==> config.mk <==
export PLATFORM = sky130hd
export DESIGN_NAME = mem_port_arbiter
export DESIGN_NICKNAME = d
export VERILOG_FILES = /design/src/rtl/mem_arb_pkg.sv /design/src/rtl/sat_counter.sv /design/src/rtl/mem_port_arbiter.sv
export SDC_FILE = /design/constraint.sdc
export NUM_CORES = 1
export LEC_CHECK = 0
export CAP_MARGIN = 0
export CORE_ASPECT_RATIO = 0.5
export CORE_MARGIN = 1.5
export CORE_UTILIZATION = 28
export CTS_CLUSTER_DIAMETER = 40
export CTS_CLUSTER_SIZE = 24
export DETAILED_ROUTE_END_ITERATION = 8
export GPL_TIMING_DRIVEN = 0
export PLACE_DENSITY = 0.81
export SYNTH_ARGS = -nofsm -noshare
export SYNTH_HDL_FRONTEND = slang
export SYNTH_HIERARCHICAL = 1
export SYNTH_SLANG_ARGS = --single-unit
==> constraint.sdc <==
create_clock -name clk -period 2.6 [get_ports clk]
set_input_delay 0.65 -clock clk [delete_from_list [all_inputs] [get_ports clk]]
set_output_delay 0.65 -clock clk [all_outputs]
set_load 0.05 [all_outputs]
==> src/rtl/mem_arb_pkg.sv <==
// Shared encodings and types for the memory port arbiter.
package mem_arb_pkg;

    localparam logic [1:0] MEM_NONE  = 2'b00;
    localparam logic [1:0] MEM_READ  = 2'b10;
    localparam logic [1:0] MEM_WRITE = 2'b01;

    typedef enum logic [1:0] {
        ARB_IDLE,
        ARB_CPU,
        ARB_DMA,
        ARB_DMA_LOCK
    } arb_state_t;

    typedef enum logic {
        OWN_CPU,
        OWN_DMA
    } owner_t;

    // 11 is illegal on the CPU side and behaves like no request.
    function automatic logic is_access(input logic [1:0] cmd);
        return (cmd == MEM_READ) || (cmd == MEM_WRITE);
    endfunction

endpackage

==> src/rtl/sat_counter.sv <==
// Saturating up-counter with synchronous clear (clear wins) and async reset.
module sat_counter #(
    parameter int W   = 4,
    parameter int MAX = 8
) (
    input  logic         clk,
    input  logic         reset,
    input  logic         inc,
    input  logic         clr,
    output logic [W-1:0] count,
    output logic         at_max
);

    assign at_max = (count == W'(MAX));

    always_ff @(posedge clk or posedge reset) begin
        if (reset) begin
            count <= '0;
        end else if (clr) begin
            count <= '0;
        end else if (inc && !at_max) begin
            count <= count + 1'b1;
        end
    end

endmodule

==> src/rtl/mem_port_arbiter.sv <==
// Single-port RAM arbiter between CPU and DMA: CPU priority, bounded DMA
// starvation, optional locked DMA bursts, and read-valid routing.
module mem_port_arbiter
    import mem_arb_pkg::*;
#(
    parameter int ADDR_W        = 9,
    parameter int DATA_W        = 16,
    parameter int MAX_CPU_RUN   = 4,
    parameter int MAX_DMA_BURST = 8
) (
    input  logic              clk,
    input  logic              reset,
    input  logic [1:0]        cpu_cmd,
    input  logic [ADDR_W-1:0] cpu_addr,
    input  logic [DATA_W-1:0] cpu_wdata,
    output logic              cpu_stall,
    output logic [DATA_W-1:0] cpu_rdata,
    output logic              cpu_rvalid,
    input  logic              dma_req,
    input  logic              dma_we,
    input  logic              dma_lock,
    input  logic [ADDR_W-1:0] dma_addr,
    input  logic [DATA_W-1:0] dma_wdata,
    output logic              dma_ack,
    output logic [DATA_W-1:0] dma_rdata,
    output logic              dma_rvalid,
    output logic [1:0]        mem_cmd,
    output logic [ADDR_W-1:0] mem_addr,
    output logic [DATA_W-1:0] mem_wdata,
    input  logic [DATA_W-1:0] mem_rdata
);

    localparam int RUN_W   = $clog2(MAX_CPU_RUN + 1);
    localparam int BURST_W = $clog2(MAX_DMA_BURST + 1);

    arb_state_t         state;
    arb_state_t         next_state;
    logic               cpu_pending;
    logic               grant_cpu;
    logic               grant_dma;
    logic [RUN_W-1:0]   cpu_run;
    logic               run_at_max;
    logic [BURST_W-1:0] burst_cnt;
    logic               burst_at_max;
    logic               rd_valid_q;
    owner_t             rd_owner_q;

    assign cpu_pending = is_access(cpu_cmd);

    always_ff @(posedge clk or posedge reset) begin
        if (reset) begin
            state <= ARB_IDLE;
        end else begin
            state <= next_state;
        end
    end

    // burst_cnt saturates at MAX_DMA_BURST, so !burst_at_max means below the limit.
    always_comb begin
        grant_cpu  = 1'b0;
        grant_dma  = 1'b0;
        next_state = ARB_IDLE;
        mem_cmd    = MEM_NONE;
        mem_addr   = '0;
        mem_wdata  = '0;

        if (state == ARB_DMA_LOCK && dma_req && !burst_at_max) begin
            grant_dma = 1'b1;
        end else if (cpu_pending && dma_req) begin
            if (run_at_max) begin
                grant_dma = 1'b1;
            end else begin
                grant_cpu = 1'b1;
            end
        end else if (cpu_pending) begin
            grant_cpu = 1'b1;
        end else if (dma_req) begin
            grant_dma = 1'b1;
        end

        if (grant_cpu) begin
            mem_cmd    = cpu_cmd;
            mem_addr   = cpu_addr;
            mem_wdata  = cpu_wdata;
            next_state = ARB_CPU;
        end else if (grant_dma) begin
            mem_cmd    = dma_we ? MEM_WRITE : MEM_READ;
            mem_addr   = dma_addr;
            mem_wdata  = dma_wdata;
            next_state = dma_lock ? ARB_DMA_LOCK : ARB_DMA;
        end
    end

    assign cpu_stall = cpu_pending && !grant_cpu;
    assign dma_ack   = grant_dma;

    sat_counter #(.W(RUN_W), .MAX(MAX_CPU_RUN)) u_cpu_run (
        .clk    (clk),
        .reset  (reset),
        .inc    (grant_cpu && dma_req),
        .clr    (grant_dma || !dma_req),
        .count  (cpu_run),
        .at_max (run_at_max)
    );

    // Anything other than a locked DMA grant ends (or never starts) a burst.
    sat_counter #(.W(BURST_W), .MAX(MAX_DMA_BURST)) u_burst_cnt (
        .clk    (clk),
        .reset  (reset),
        .inc    (grant_dma && dma_lock),
        .clr    (!(grant_dma && dma_lock)),
        .count  (burst_cnt),
        .at_max (burst_at_max)
    );

    always_ff @(posedge clk or posedge reset) begin
        if (reset) begin
            rd_valid_q <= 1'b0;
            rd_owner_q <= OWN_CPU;
        end else begin
            rd_valid_q <= (mem_cmd == MEM_READ);
            rd_owner_q <= grant_dma ? OWN_DMA : OWN_CPU;
        end
    end

    assign cpu_rvalid = rd_valid_q && (rd_owner_q == OWN_CPU);
    assign dma_rvalid = rd_valid_q && (rd_owner_q == OWN_DMA);
    assign cpu_rdata  = cpu_rvalid ? mem_rdata : '0;
    assign dma_rdata  = dma_rvalid ? mem_rdata : '0;

endmodule
**Word level (Yosys, flattened, before mapping)**

Cells that the tools add are included.

- Flip-flop bits (word level): 11
- Input port bits: 73
- Output and inout bits: 63
- Word-level logic and storage cells: 58

- Add/subtract/negate cells: 2
- Equality and inequality tests: 7
- Mux-type cells: 26
- Bitwise gates (word level): 1
- Reductions and logical operators: 17

Operators with widths:

| operator | count |
|---|---|
| 16-bit 2-to-1 mux | 4 |
| 9-bit 2-to-1 mux | 2 |
| 1-bit 2-to-1 mux | 11 |
| 1-bit logical AND | 10 |
| 2-bit 2-to-1 mux | 5 |
| 4-bit 2-to-1 mux | 2 |
| 2-bit == test, second input constant | 3 |
| 3-bit 2-to-1 mux | 2 |
| 4-bit by 1-bit adder with 4-bit output, second input constant | 1 |
| 4-bit == test, second input constant | 1 |
| 1-bit logical NOT | 4 |
| 3-bit by 1-bit adder with 3-bit output, second input constant | 1 |
| 3-bit == test, second input constant | 1 |
| 2-bit by 1-bit == test with 1-bit output, second input constant | 1 |
| 1-bit logical OR | 2 |
| 2-bit inequality test, second input constant | 1 |
| 2-bit nonzero test | 1 |
| 1-bit inverter | 1 |

**Logic depth before layout (Yosys ltp)**

- Depth in word-level cells: 9
- Gate-level depth with buffers: 10

**Modules after synthesis**

Netlist, hierarchy kept.

By module, submodules not included:

| module | instances | cells an instance | area each (um^2) | sequential area each (um^2) |
|---|---|---|---|---|
| mem_port_arbiter | 1 | 102 | 805.8 | 100.1 |
| sat_counter (u_burst_cnt) | 1 | 25 | 236.5 | 100.1 |
| sat_counter (u_cpu_run) | 1 | 19 | 201.4 | 75.1 |

**Worst setup path after synthesis**

Ideal clock, no wire load.

- Path kind: flip-flop to output port
- From: register u_burst_cnt.count[0]
- To: output mem_cmd[1]
- Arrival time: 2.307 ns
- Slack: -0.357 ns
- Cell stages (with the launch flop): 8
- Path buffers: 0
- Cells stage by stage: dfrtp_1 > inv_1 > ha_1 > nand2_1 > nor2_1 > nand3b_1 > a21oi_1 > o31ai_1

- Longest elaborated chain between the ends: 6
- Elaborated cells on any way between the ends: 7

Ends and longest elaborated chain:

| element | RTL line | text |
|---|---|---|
| start: declaration | sat_counter.sv:10 | `output logic [W-1:0] count,` |
| start signal: assignment | sat_counter.sv:22 | `count <= count + 1'b1;` |
| 4-bit == test (*) | sat_counter.sv:14 | `assign at_max = (count == W'(MAX));` |
| net burst_at_max | mem_port_arbiter.sv:44 | `logic burst_at_max;` |
| 1-bit logical NOT (*) | mem_port_arbiter.sv:67 | `if (state == ARB_DMA_LOCK && dma_req && !burst_at_max) begin` |
| 1-bit logical AND (*) | mem_port_arbiter.sv:67 |  |
| 1-bit 2-to-1 mux | mem_port_arbiter.sv:67 |  |
| 2-bit 2-to-1 mux | mem_port_arbiter.sv:86 | `end else if (grant_dma) begin` |
| 2-bit 2-to-1 mux (*) | mem_port_arbiter.sv:81 | `if (grant_cpu) begin` |
| end: declaration | mem_port_arbiter.sv:27 | `output logic [1:0] mem_cmd,` |

The timed path passes the listed nets; every way through them passes the cells marked *.

**Final worst setup path**

- From: register u_burst_cnt.count[1]
- To: output mem_addr[0]

- Longest elaborated chain between the ends: 6
- Elaborated cells on any way between the ends: 7

Ends and longest elaborated chain:

| element | RTL line | text |
|---|---|---|
| 4-bit == test (*) | sat_counter.sv:14 |  |
| net burst_at_max | mem_port_arbiter.sv:44 |  |
| 1-bit logical NOT (*) | mem_port_arbiter.sv:67 |  |
| 1-bit logical AND (*) | mem_port_arbiter.sv:67 |  |
| 1-bit 2-to-1 mux | mem_port_arbiter.sv:67 |  |
| 9-bit 2-to-1 mux | mem_port_arbiter.sv:86 |  |
| 9-bit 2-to-1 mux (*) | mem_port_arbiter.sv:81 |  |
| end: declaration | mem_port_arbiter.sv:28 | `output logic [ADDR_W-1:0] mem_addr,` |

Marks and branches as above.

==> reports/summary.txt <==
GRT
-------------------------------------------------------------------------------------
Global routing usage on met1                                                   27.29%
Grt met3 use                                                                   2.979%
Initial antenna violation count                                                     0
Wire length of the first global-routing pass                                  8687 µm
Number of global-route vias before repair                                        1698
Global-route usage over all layers                                             22.23%
Largest net degree at the start of global routing                                  11
Total congestion overflow after global routing                                      0
Most Crowded Layer GR                                                            met2
M2 GR Usage                                                                    43.71%

SYNTH
-------------------------------------------------------------------------------------
Share of synthesized area occupied by flip-flops and latches                   22.13%
Cell accounting for the most synthesized area                            sky130_fd_sc_hd__dfrtp_1
Cell count after synthesis                                                        146
Post-synthesis average cell area                                            8.518 µm²
Synth Cell Area                                                              1244 µm²
Number of distinct library cells after synthesis                                   37
Top FF cell, synth                                                       sky130_fd_sc_hd__dfrtp_1
Yosys top cell area share                                                      22.13%
Area contributors post-synth                                             sky130_fd_sc_hd__dfrtp_1, sky130_fd_sc_hd__a22o_1, sky130_fd_sc_hd__and2_1, sky130_fd_sc_hd__and3_1, sky130_fd_sc_hd__ha_1
Flip-flop and latch count after synthesis                                          11
Synth warnings                                                                      6
EDFF count, synth                                                                   0
Synthesized Nets                                                                  223
FFs w/ async S/R, synth                                                        100.0%

TIMING
-------------------------------------------------------------------------------------
Finish-stage setup viols                                                           27
Normalized max-slew margin                                                     66.29%
Final Hold Viols                                                                    0
Slew Viols, Final                                                                   0
Crit path time final                                                         2.725 ns
Post-route clock period utilization                                            104.8%
RSZ-0062 raised after global routing                                             true
Peak clock frequency supported by timing                                    366.9 MHz
Actual slew at the worst max-slew pin                                       0.5077 ns
Max Clock Skew                                                            0.003899 ns
Setup ws final                                                             -0.1252 ns

WORST SETUP PATH
-------------------------------------------------------------------------------------
Crit. End Element                                                          output pin
Endpoint arrival time on the critical path                                    2.08 ns
Worst R2R Start                                                          u_burst_cnt/count[1]
Endpoint of the lowest-slack register-to-register path                   u_burst_cnt/count[2]
Top fanout value on the critical path                                               8
Worst-case reg-to-reg path depth                                                   10
Worst EP required                                                             1.95 ns
Worst setup path category                                                flop to output pin
Startpoint type of the worst setup path                                          flop
Register-to-Register Setup Slack                                              0.60 ns

POWER
-------------------------------------------------------------------------------------
Combinational share of power                                                    70.5%
Switching power of the nets                                                  553.1 µW
Peak supply drop                                                            0.3778 mV
Clock power share                                                               14.1%
Sw Share                                                                       45.55%
Power Density                                                            391.2 nW/µm²
Share of total power in sequential cells                                        15.5%
Internal power contribution                                                  661.3 µW
Pleak                                                                     0.001519 µW

CLOCK TREE
-------------------------------------------------------------------------------------
Clock-pin transition on the worst setup and hold timing paths                 0.05 ns
Maximum count of clock buffers along a single path                                  2
Clock buffer count from CTS                                                         3
Htree depth                                                                         1
Later-pin clock latency in the skew report                                    0.24 ns
# clock sinks                                                                      11
CTS Root Buffer Type                                                     sky130_fd_sc_hd__clkbuf_8
TritonCTS clock tree                                                            built

ROUTING
-------------------------------------------------------------------------------------
Total detailed-routing wirelength                                             6263 µm
Wire per inst                                                                17.25 µm
Vias per Instance                                                               4.975
Antenna violation net count after detailed routing                                  0
DR DRC count                                                                        0
DR pass1 iterations                                                                 4
Total via count in the routed design                                             1806
Initial DRC Count                                                                  28

DIE
-------------------------------------------------------------------------------------
Die Width                                                                    97.25 µm
Core outline area                                                            4084 µm²
Starting Density                                                               30.45%
DIE AREA                                                                     4875 µm²
Top-Level Pins                                                                    136
Vertical die dimension                                                       50.13 µm
Number of standard-cell rows in the floorplan                                      16

CELLS AND AREA
-------------------------------------------------------------------------------------
Synth-to-Final Area Change                                                     149.6%
Number of nets at the end of the flow                                             387
Final std cell area, no fill                                                 3104 µm²
Number of antenna diodes                                                            0
Most frequent standard cell in the layout excluding fill and tap cells   sky130_fd_sc_hd__clkdlybuf4s50_1
Commonest cells after routing, fill and taps aside                       sky130_fd_sc_hd__clkdlybuf4s50_1, sky130_fd_sc_hd__buf_6, sky130_fd_sc_hd__dlygate4sd2_1
Share of post-route cells with drive strength above 1                          33.98%
Final core utilization                                                         76.01%

PLACEMENT
-------------------------------------------------------------------------------------
Gpl congestion                                                                 0.8405
Dpl cell area                                                                2669 µm²
Input/output buffers                                                              134
Hpwl dp                                                                       4256 µm

FLOW RUN
-------------------------------------------------------------------------------------
Max-cap check violation count                                                       0

WORST HOLD PATH
-------------------------------------------------------------------------------------
Start point of the worst hold path                                       u_cpu_run/count[1]
End of the worst hold path                                               u_cpu_run/count[1]
Tightest Hold Check Type                                                 flop to flop
Hold Crit Depth                                                                     2

STATUS
-------------------------------------------------------------------------------------
Failing checks                                                           setup timing
Outcome                                                                  finished, violations left

-- final cells by class --
| class | instances | area [µm²] |
|---|---|---|
| fillers | 284 | 979.7 |
| repair buffers | 159 | 1590 |
| multi-input cells | 117 | 1018 |
| plain buffers | 8 | 66.31 |
| inverters | 10 | 41.29 |
| well taps | 54 | 67.56 |
| flip-flops and latches | 11 | 275.3 |
| clock buffers | 4 | 45.04 |
-- state kept, by name, indices dropped and copies added (netlist names) --
signal	flops
rd_owner_q	1
rd_valid_q	1
state	2
u_burst_cnt/count	4
u_cpu_run/count	3
-- how the worst max path moves through the flow --
stage | from | end | cells after the start
detailed placement | dma_req | mem_wdata[11] | 6
finish | u_burst_cnt/count[1] | mem_addr[0] | 10
global placement | dma_req | mem_wdata[11] | 6
floorplan | cpu_cmd[0] | mem_wdata[0] | 5
CTS | u_burst_cnt/count[0] | mem_wdata[11] | 10
global route | u_burst_cnt/count[1] | mem_addr[0] | 10
-- layer usage --
metal / share of wire (%) / up-vias
li1: - / 860
met1: 41 / 883
met2: 54 / 59
met3: 4.2 / 4
met4: 0.46 / 0
met5: 0 / -
-- synthesized netlist by cell type, drive strengths merged, types with 2 or more instances --
| cell | number |
|---|---|
| o31ai | 3 |
| and3 | 16 |
| dfrtp | 11 |
| and4b | 2 |
| a21oi | 4 |
| nand2 | 6 |
| buf | 5 |
| a22o | 25 |
| mux2i | 2 |
| o21a | 2 |
| nor2 | 7 |
| inv | 10 |
| nand2b | 5 |
| clkbuf | 3 |
| nor2b | 2 |
| xor2 | 2 |
| mux2 | 2 |
| nor3 | 3 |
| a31oi | 3 |
| ha | 4 |
| and2 | 19 |
-- logic make-up (layout without fill, tap and decap cells) --
family                   count (synthesis)  count (layout)  synth area share (%)
AND/OR/NAND/NOR                         65              65                 32.09
multiplexers                             4               4                 4.024
adder cells (fa/ha/maj)                  4               4                 4.024
buffers and inverters                   18             181                 7.343
AO/OA/AOI/OAI                           41              41                 27.67
flip-flops                              11              11                 22.13
XOR/XNOR                                 3               3                 2.717
-- metrics by stage --
| stage | worst slack, ns | total power [µW] | setup TNS [ns] | hold slack, ns | instances |
|---|---|---|---|---|---|
| 6_report | -0.1252 | 1214 | -2.408 | 0.5851 | 363 |
| 3_5_place_dp | -1.101 | 935.3 | -32.80 | 0.5422 | 334 |
| 3_3_place_gp | -1.081 | 926.8 | -31.57 | 0.5288 | 334 |
| 5_1_grt | -0.2040 | 1261 | -4.553 | 0.6216 | 363 |
| 2_1_floorplan | 0.03981 | 638.4 | 0 | 0.4036 | 146 |
| 4_1_cts | -0.1468 | 1150 | -3.137 | 0.5713 | 353 |
-- what timing repair did --
item / in CTS / in global routing
buffers inserted: 11 / 11
gates resized for setup: 258 / 51
endpoints found under the setup margin: 63 / 39
pin swaps: 2 / 23
gates cloned: 4 / 0
hold buffers: 0 / 0
-- critical path: stages, from the launching register on --
cell and delay (ns):
sky130_fd_sc_hd__dfrtp_1 0.37, sky130_fd_sc_hd__inv_2 0.06, sky130_fd_sc_hd__ha_4 0.16, sky130_fd_sc_hd__nand2_4 0.07, sky130_fd_sc_hd__nor2_4 0.04, sky130_fd_sc_hd__nand3b_1 0.27
sky130_fd_sc_hd__a31oi_4 0.26, sky130_fd_sc_hd__buf_12 0.15, sky130_fd_sc_hd__buf_6 0.14, sky130_fd_sc_hd__a22o_2 0.16, sky130_fd_sc_hd__buf_6 0.15
-- power groups by stage --
stage	Combinational, µW	Clock [µW]	Sequential (µW)
floorplan	451	0	187
global placement	736	0	190
detailed placement	745	0	191
CTS	791	171	188
global route	890	182	189
finish	856	171	188
Note: power is estimated with default switching activity, not from simulation.
